--- config.mk ---
export PLATFORM = sky130hd
export DESIGN_NAME = param_stack_flat
export DESIGN_NICKNAME = d
export VERILOG_FILES = /design/src/rtl/param_stack_if.sv /design/src/rtl/param_stack.sv /design/src/flat_wrapper.sv
export SDC_FILE = /design/constraint.sdc
export NUM_CORES = 1
export LEC_CHECK = 0
export CORE_UTILIZATION = 40
export DETAILED_ROUTE_END_ITERATION = 8
export HOLD_SLACK_MARGIN = 0.02
export PLACE_DENSITY = 0.66
export SETUP_SLACK_MARGIN = 0.5
export SLEW_MARGIN = 10
export SYNTH_ARGS = -nofsm -noshare
export SYNTH_HDL_FRONTEND = slang
export SYNTH_SLANG_ARGS = --single-unit
export TNS_END_PERCENT = 10
--- constraint.sdc ---
create_clock -name i_clock -period 3.7 [get_ports i_clock]
set_clock_uncertainty 0.2 [all_clocks]
set_input_delay 0.74 -clock i_clock [delete_from_list [all_inputs] [get_ports i_clock]]
set_output_delay 0.74 -clock i_clock [all_outputs]
set_load 0.005 [all_outputs]
--- src/rtl/param_stack_if.sv ---
// param_stack_if: operation/result bundle between a stack user (master) and param_stack (slave).
interface param_stack_if #(
   parameter int WIDTH = 16,
   parameter int DEPTH = 16
);
   logic [2:0]               i_op;
   logic [WIDTH-1:0]         i_data;
   logic                     i_clr_err;
   logic [WIDTH-1:0]         o_top;
   logic [WIDTH-1:0]         o_next;
   logic [$clog2(DEPTH):0]   o_depth;
   logic                     o_empty;
   logic                     o_full;
   logic                     o_overflow;
   logic                     o_underflow;
   modport master (
      output i_op, i_data, i_clr_err,
      input  o_top, o_next, o_depth, o_empty, o_full, o_overflow, o_underflow
   );
   modport slave (
      input  i_op, i_data, i_clr_err,
      output o_top, o_next, o_depth, o_empty, o_full, o_overflow, o_underflow
   );
endinterface

--- src/rtl/param_stack.sv ---
// param_stack: single-cycle operand stack; top/next live in registers, deeper entries in an array.
// Define PARAM_STACK_SWAP_EN to enable SWAP/OVER; otherwise those opcodes are NOPs.
module param_stack #(
   parameter int WIDTH = 16,
   parameter int DEPTH = 16
) (
   input logic          i_clock,
   input logic          i_reset_n,
   param_stack_if.slave bus
);
   localparam int AW = $clog2(DEPTH);
   localparam int DW = AW + 1;
   localparam logic [DW-1:0] FULL_DEPTH = DW'(DEPTH);

   typedef enum logic [2:0] {
      OP_NOP, OP_PUSH, OP_POP, OP_REPLACE, OP_DUP, OP_SWAP, OP_OVER, OP_CLEAR
   } opCode_t;

   opCode_t          op;
   logic [WIDTH-1:0] mem [DEPTH];
   logic [WIDTH-1:0] topReg, nextReg, nTop, nNext;
   logic [DW-1:0]    depthReg, nDepth;
   logic             emptyReg, fullReg, ovfReg, udfReg;
   logic             memWe, ovfSet, udfSet, isEmpty, isFull, atLeast2, atLeast3;
   logic [AW-1:0]    wrIdx, rdIdx;

   assign op       = opCode_t'(bus.i_op);
   assign isEmpty  = depthReg == '0;
   assign isFull   = depthReg == FULL_DEPTH;
   assign atLeast2 = depthReg >= DW'(2);
   assign atLeast3 = depthReg >= DW'(3);
   // The array holds entries beneath next: slot depth-2 is where next spills on a grow.
   assign wrIdx    = AW'(depthReg - DW'(2));
   assign rdIdx    = AW'(depthReg - DW'(3));

   always_comb begin
      nTop   = topReg;
      nNext  = nextReg;
      nDepth = depthReg;
      memWe  = 1'b0;
      ovfSet = 1'b0;
      udfSet = 1'b0;
      case (op)
         OP_PUSH: begin
            if (isFull) ovfSet = 1'b1;
            else begin
               memWe  = atLeast2;
               nNext  = topReg;
               nTop   = bus.i_data;
               nDepth = depthReg + 1'b1;
            end
         end
         OP_POP: begin
            if (isEmpty) udfSet = 1'b1;
            else begin
               nTop   = nextReg;
               nNext  = atLeast3 ? mem[rdIdx] : '0;
               nDepth = depthReg - 1'b1;
            end
         end
         OP_REPLACE: begin
            if (isEmpty) udfSet = 1'b1;
            else nTop = bus.i_data;
         end
         OP_DUP: begin
            if (isEmpty) udfSet = 1'b1;
            else if (isFull) ovfSet = 1'b1;
            else begin
               memWe  = atLeast2;
               nNext  = topReg;
               nDepth = depthReg + 1'b1;
            end
         end
`ifdef PARAM_STACK_SWAP_EN
         OP_SWAP: begin
            if (!atLeast2) udfSet = 1'b1;
            else begin
               nTop  = nextReg;
               nNext = topReg;
            end
         end
         OP_OVER: begin
            if (!atLeast2) udfSet = 1'b1;
            else if (isFull) ovfSet = 1'b1;
            else begin
               memWe  = 1'b1;
               nNext  = topReg;
               nTop   = nextReg;
               nDepth = depthReg + 1'b1;
            end
         end
`endif
         OP_CLEAR: begin
            nTop   = '0;
            nNext  = '0;
            nDepth = '0;
         end
         default: ;
      endcase
   end

   always_ff @(posedge i_clock or negedge i_reset_n) begin
      if (!i_reset_n) begin
         topReg   <= '0;
         nextReg  <= '0;
         depthReg <= '0;
         emptyReg <= 1'b1;
         fullReg  <= 1'b0;
         ovfReg   <= 1'b0;
         udfReg   <= 1'b0;
      end else begin
         topReg   <= nTop;
         nextReg  <= nNext;
         depthReg <= nDepth;
         emptyReg <= nDepth == '0;
         fullReg  <= nDepth == FULL_DEPTH;
         ovfReg   <= ovfSet | (ovfReg & ~bus.i_clr_err);
         udfReg   <= udfSet | (udfReg & ~bus.i_clr_err);
      end
   end

   always_ff @(posedge i_clock) begin
      if (memWe) mem[wrIdx] <= nextReg;
   end

   assign bus.o_top       = topReg;
   assign bus.o_next      = nextReg;
   assign bus.o_depth     = depthReg;
   assign bus.o_empty     = emptyReg;
   assign bus.o_full      = fullReg;
   assign bus.o_overflow  = ovfReg;
   assign bus.o_underflow = udfReg;
endmodule
--- src/flat_wrapper.sv ---
// flat-port wrapper written by rule: the top's interface ports become plain ports
module param_stack_flat 
#(
   parameter int WIDTH = 16,
   parameter int DEPTH = 16
)
  (i_clock, i_reset_n, bus_i_op, bus_i_data, bus_i_clr_err, bus_o_top, bus_o_next, bus_o_depth, bus_o_empty, bus_o_full, bus_o_overflow, bus_o_underflow);
  param_stack_if #(.WIDTH(WIDTH), .DEPTH(DEPTH)) bus_i ();
  input logic i_clock;
  input logic i_reset_n;
  input wire logic [$bits(bus_i.i_op)-1:0] bus_i_op;
  input wire logic [$bits(bus_i.i_data)-1:0] bus_i_data;
  input wire logic [$bits(bus_i.i_clr_err)-1:0] bus_i_clr_err;
  output wire logic [$bits(bus_i.o_top)-1:0] bus_o_top;
  output wire logic [$bits(bus_i.o_next)-1:0] bus_o_next;
  output wire logic [$bits(bus_i.o_depth)-1:0] bus_o_depth;
  output wire logic [$bits(bus_i.o_empty)-1:0] bus_o_empty;
  output wire logic [$bits(bus_i.o_full)-1:0] bus_o_full;
  output wire logic [$bits(bus_i.o_overflow)-1:0] bus_o_overflow;
  output wire logic [$bits(bus_i.o_underflow)-1:0] bus_o_underflow;
  assign bus_i.i_op = bus_i_op;
  assign bus_i.i_data = bus_i_data;
  assign bus_i.i_clr_err = bus_i_clr_err;
  assign bus_o_top = bus_i.o_top;
  assign bus_o_next = bus_i.o_next;
  assign bus_o_depth = bus_i.o_depth;
  assign bus_o_empty = bus_i.o_empty;
  assign bus_o_full = bus_i.o_full;
  assign bus_o_overflow = bus_i.o_overflow;
  assign bus_o_underflow = bus_i.o_underflow;
  param_stack #(.WIDTH(WIDTH), .DEPTH(DEPTH)) u_core (.i_clock(i_clock), .i_reset_n(i_reset_n), .bus(bus_i));
endmodule
# Yosys cells after proc, flatten, opt, wreduce, memory -nomap -nowiden
# Memories as Yosys holds them, arrays and structs flattened.
# Index checks and enable logic that the tools add are counted.
[classes] n_lt_le_gt_ge=2 mux=23 n_bitwise=5 reduce_logical=7 addsub=4 n_eq_ne=11
[op_table] op="$pmux W16 S4" count=2
[op_table] op="$mux W16" count=7
[op_table] op="$pmux W5 S4" count=1
[op_table] op="$mux W5" count=3
[op_table] op="$eq A5 B5 Y1 const B" count=2
[op_table] op="$ge A5 B2 Y1 const B" count=2
[op_table] op="$logic_not A5 Y1" count=2
[op_table] op="$mux W1" count=8
[op_table] op="$ne A2 B2 Y1 const B" count=4
[op_table] op="$reduce_bool A4 Y1" count=2
[op_table] op="$sub A4 B2 Y4 const B" count=2
[op_table] op="$eq A3 B2 Y1 const B" count=2
[op_table] op="$eq A3 B3 Y1 const B" count=2
[op_table] op="$add A5 B1 Y5 const B" count=1
[op_table] op="$sub A5 B1 Y5 const B" count=1
[op_table] op="$pmux W1 S2" count=2
[op_table] op="$reduce_and A4 Y1" count=1
[op_table] op="$eq A3 B1 Y1 const B" count=1
[op_table] op="$reduce_and A3 Y1" count=1
[op_table] op="$reduce_or A3 Y1" count=1
[op_table] op="$and A1 B1 Y1" count=2
[op_table] op="$or A1 B1 Y1" count=2
[op_table] op="$not A1 Y1" count=1
[word_totals] elab_cells=60 input_bits=22 output_inout_bits=41 ram_bits=256 reg_bits=41 mem_count=1
[mem_list] name="u_core.mem" depth=16 word_bits=16 rd=1 rd_ports_with_merged_regs=0 wr=1 line_no="param_stack.sv:20" text="logic [WIDTH-1:0] mem [DEPTH];"

# Depth between registers and ports, before layout
[depth] depth_word=6 mapped_depth=12 mapped_depth_nobuf=8

# Least setup slack after synthesis
# Ideal clock, no wire load.
[synth_timing] path_kind="flip-flop to flip-flop" start="reg u_core.depthReg[0] (netlist: u_core.bus.o_depth[0])" end="mem u_core.mem[4][0], enable pin" t_arrival_ns=2.722 path_slack_ns=0.389 stages_incl_launch_ff=12 n_path_buf=3 synth_period_minus_slack_ns=3.311 setup_time_ns=0.388 required_time_ns=3.112 cell_sequence="dfrtp_1 > buf_2 > buf_4 > buf_4 > inv_1 > ha_1 > nor3b_4 > nand2_1 > nand2_1 > a31oi_1 > nand2_1 > nor2_1"
[synth_between] elab_chain_cells=6 word_cells_on_any_way=9 classes_between="1 x add/sub; 1 x order compare; 1 x eq/ne; 5 x mux; 1 x reduce/logical"
[synth_lines] element="start: declaration" line_no="param_stack.sv:22" text="logic [DW-1:0] depthReg, nDepth;"
[synth_lines] element="start signal: assignment" line_no="param_stack.sv:114" text="depthReg <= nDepth;"
[synth_lines] element="$ge A5 B2 Y1 / $eq A5 B5 Y1 (equally long branches)" line_no="param_stack.sv:30, param_stack.sv:29"
[synth_lines] element="$mux W1" line_no="param_stack.sv:45, param_stack.sv:67"
[synth_lines] element="$mux W1" line_no="param_stack.sv:66" text="if (isEmpty) udfSet = 1'b1;"
[synth_lines] element="$pmux W1 S2" line_no="param_stack.sv:43" text="case (op)"
[synth_lines] element="$mux W1" line_no="param_stack.sv:123" text="if (memWe) mem[wrIdx] <= nextReg;"
[synth_lines] element="$mux W1 (implied by the code)" line_no="param_stack.sv:123"
[synth_lines] element="end: declaration" line_no="param_stack.sv:20"
# Parallel ways exist; a longest one is shown, timed or not.

# Final worst setup path
[layout_timing] start="reg u_core.depthReg[0] (netlist: u_core.bus.o_depth[0])" end="out bus_o_depth[0]"
[layout_rtl] element="end: declaration" line_no="flat_wrapper.sv:16" text="output wire logic [$bits(bus_i.o_depth)-1:0] bus_o_depth;"
# No word-level cell between the ends.

==> flow_metrics.env <==
export IMPL_status="finished, final reports clean"
export IMPL_clock_sinks=297
export IMPL_peakVddDrop_mv=0.398
export IMPL_grt_use_total=0.186
export IMPL_crit_path_cell_trace="buf_6 -> clkdlybuf4s50_1"
export IMPL_grt_max_degree=48
export IMPL_cts_tree="yes"
export IMPL_vias_per_cell=5.51
export IMPL_ys_seq_elements=297
export IMPL_max_cap_violations=0
export IMPL_stdcell_area_sq_um=14800
export IMPL_drc=0
export IMPL_cts_htree_levels=1
export IMPL_die_area_sq_um=31100
export IMPL_p_sw_mw=3.58
export IMPL_pwr_share_comb=0.300
export IMPL_wl_per_cell_microns=23.2
export IMPL_antenna_found_initial=0
export IMPL_p_int_mw=7.97
export IMPL_final_util=0.496
export IMPL_p_leak_nw=5.07
export IMPL_worstSetupPathType="reg2out"
export IMPL_max_stage_delay_ps=630
export IMPL_crit_path_end_kind="output pin"
export IMPL_cts_buffer_depth=3
export IMPL_synth_edf_count=256
export IMPL_fin_crit_ps=3070
export IMPL_core_area_sq_um=29800
export IMPL_num_rows=63
export IMPL_holdWs_ps=159
export IMPL_critPathLaunchType="flip-flop"
export IMPL_hold_viol_final=0
export IMPL_pwr_share_seq=0.412
export IMPL_synth_cell_types=52
export IMPL_clockPowerShare=0.288
export IMPL_ys_warn_count=0
export IMPL_drtIter0Drc=526
export IMPL_setup_viol=0
export IMPL_syn_avg_cell_area_sq_um=17.8
export IMPL_place_area_sq_um=13700
export IMPL_routabilityCongestion=0.807
export IMPL_slew_headroom=0.307
export IMPL_rsz0062_at_grt="yes"
export IMPL_die_w_microns=176
export IMPL_ant_nets=0
export IMPL_switching_share=0.310
export IMPL_die_height_microns=176
export IMPL_io_buffers=62
export IMPL_yosysSeqAreaShare=0.717
export IMPL_place_inst=1153
export IMPL_dp_slack_ps=68.5
export IMPL_total_power_mw=11.5
export IMPL_finalCritPeriodShare=0.830
export IMPL_drt_total_wl_mm=28.1
export IMPL_vias=6667
export IMPL_fmax_ghz=0.326
export IMPL_clock_latency_ps=560
export IMPL_hold_class="in2async"
export IMPL_root_buffer="clkbuf_16"
export IMPL_layout_setup_ws_ps=628
export IMPL_syn_nets=715
export IMPL_drive_above_1_share=0.274
export IMPL_ios=63
export IMPL_grt_pass1_vias=6765
export IMPL_final_cell_count_no_fill=1209
export IMPL_dr_pass1_iters=4
export IMPL_cts_clk_slew_worst_paths_ps=60
export IMPL_cts_resized=1
export IMPL_layout_nets=827
export IMPL_grt_pass1_wl_mm=42.3
export IMPL_cellPowerDensity_nw_per_um2=782
export IMPL_fillers=2446
export IMPL_slowest_stage="clkdlybuf4s50_1"
export IMPL_numCtsBuffers=30
export IMPL_holdBufCountCts=0
export IMPL_final_cell_mix="edfxtp_1, nand2_1, mux4_2, clkdlybuf4s50_1, buf_4"
export IMPL_post_cts_buffers=0
export IMPL_antenna_cells=0
export IMPL_drv_slew=0
export IMPL_globalRouteOverflowTotal=0
export IMPL_post_dp_hpwl_mm=17.8
export IMPL_syn_inst=683
export IMPL_crit_fanout=47
export IMPL_tightest_slew_ps=1030
export IMPL_netlist_area_sq_um=12200
export IMPL_layout_commonest_cell="edfxtp_1"
export IMPL_crit_arrival_ps=2130
export IMPL_critPathRequiredTime_ps=2760
export IMPL_start_util=0.408
export IMPL_area_delta_synth_final_pct=21.4
export IMPL_setup_tns_ps=0
export IMPL_ys_flop_type="edfxtp_1"
export IMPL_async_reset_ff_frac=0.138
-- final timing paths --
kind,to,slack (ps),startpoint,depth (start not counted)
max in group asynchronous,u_core.bus.o_depth[0],2410,i_reset_n,1
worst max register to register,u_core.bus.o_next[11],680,u_core.bus.o_depth[1],7
worst max-delay path,bus_o_depth[0],630,u_core.bus.o_depth[0],2
worst min register to register,u_core.bus.o_underflow,300,u_core.bus.o_underflow,1
min in group i_clock,u_core.bus.o_underflow,300,u_core.bus.o_underflow,1
worst min-delay path,u_core.bus.o_top[4],160,i_reset_n,1
-- area by class of cell --
type | count | area, sq um | share of cell area
sequential | 297 | 8720 | 0.590
clock inverter | 18 | 294 | 0.0199
inverter | 7 | 26.3 | 0.00178
clock buffer | 38 | 811 | 0.0549
multi-input combinational | 339 | 3300 | 0.224
timing repair buffer | 120 | 1130 | 0.0765
tap | 390 | 488 | 0.0330
-- per-layer routing --
| metal | track usage | part of all wire |
|---|---|---|
| met1 | 0.271 | 0.46 |
| met2 | 0.291 | 0.46 |
| met3 | 0.0312 | 0.058 |
| met4 | 0.0492 | 0.022 |
| met5 | 0 | 0 |
-- worst max-delay path: cells and delay by family, from the launching register on --
family | cells | cell delay (ps)
buffers and inverters | 2 | 1140
DFF | 1 | 430
-- state kept, by name, indices dropped and copies added, names as in the netlist --
name	cells
u_core.bus.o_depth	5
u_core.bus.o_empty	1
u_core.bus.o_full	1
u_core.bus.o_next	16
u_core.bus.o_overflow	1
u_core.bus.o_top	16
u_core.bus.o_underflow	1
u_core.mem	256
-- Yosys cell counts, types with 2 or more instances --
master    number  area (sq um)
o221ai_1      17           149
inv_1          7          26.3
ha_1           9           113
nor3b_1        2          15.0
clkbuf_1      15          56.3
edfxtp_1     256          7690
nor3_1         4          20.0
a21oi_1        9          45.0
buf_1          3          11.3
mux2i_1       18           180
o21ai_0       34           170
dfrtp_1       40          1000
o21ai_1        3          15.0
xnor2_1        5          43.8
buf_4          3          22.5
nand2_1       79           297
a31oi_1        2          12.5
nand4_1        3          18.8
a211oi_1       2          15.0
o22ai_1        2          12.5
mux4_2        64          1440
nand2b_1       3          18.8
nand3b_1       2          15.0
mux2_2        16           180
or3b_2         4          35.0
buf_2         17          85.1
a22oi_1       16           120
nor2_1        24          90.1
-- power by group through the flow --
stage | sequential [mW] | clock, mW | combinational [mW]
after detailed placement | 4.83 | 0 | 3.52
after global placement | 4.82 | 0 | 3.45
after floorplan | 4.73 | 0 | 2.05
after global routing | 4.81 | 3.49 | 3.77
after CTS | 4.76 | 3.38 | 3.53
final | 4.75 | 3.32 | 3.47
-- cells by family after synthesis --
group,after synthesis,synth area share
flip-flops,297,0.717
AND/OR/NAND/NOR,129,0.0498
multiplexers,98,0.148
AO/OA/AOI/OAI,96,0.0524
buffers and inverters,47,0.0179
adder cells (fa/ha/maj),10,0.0109
XOR/XNOR,6,0.00432
No activity file was read; power rests on OpenSTA's default activity.
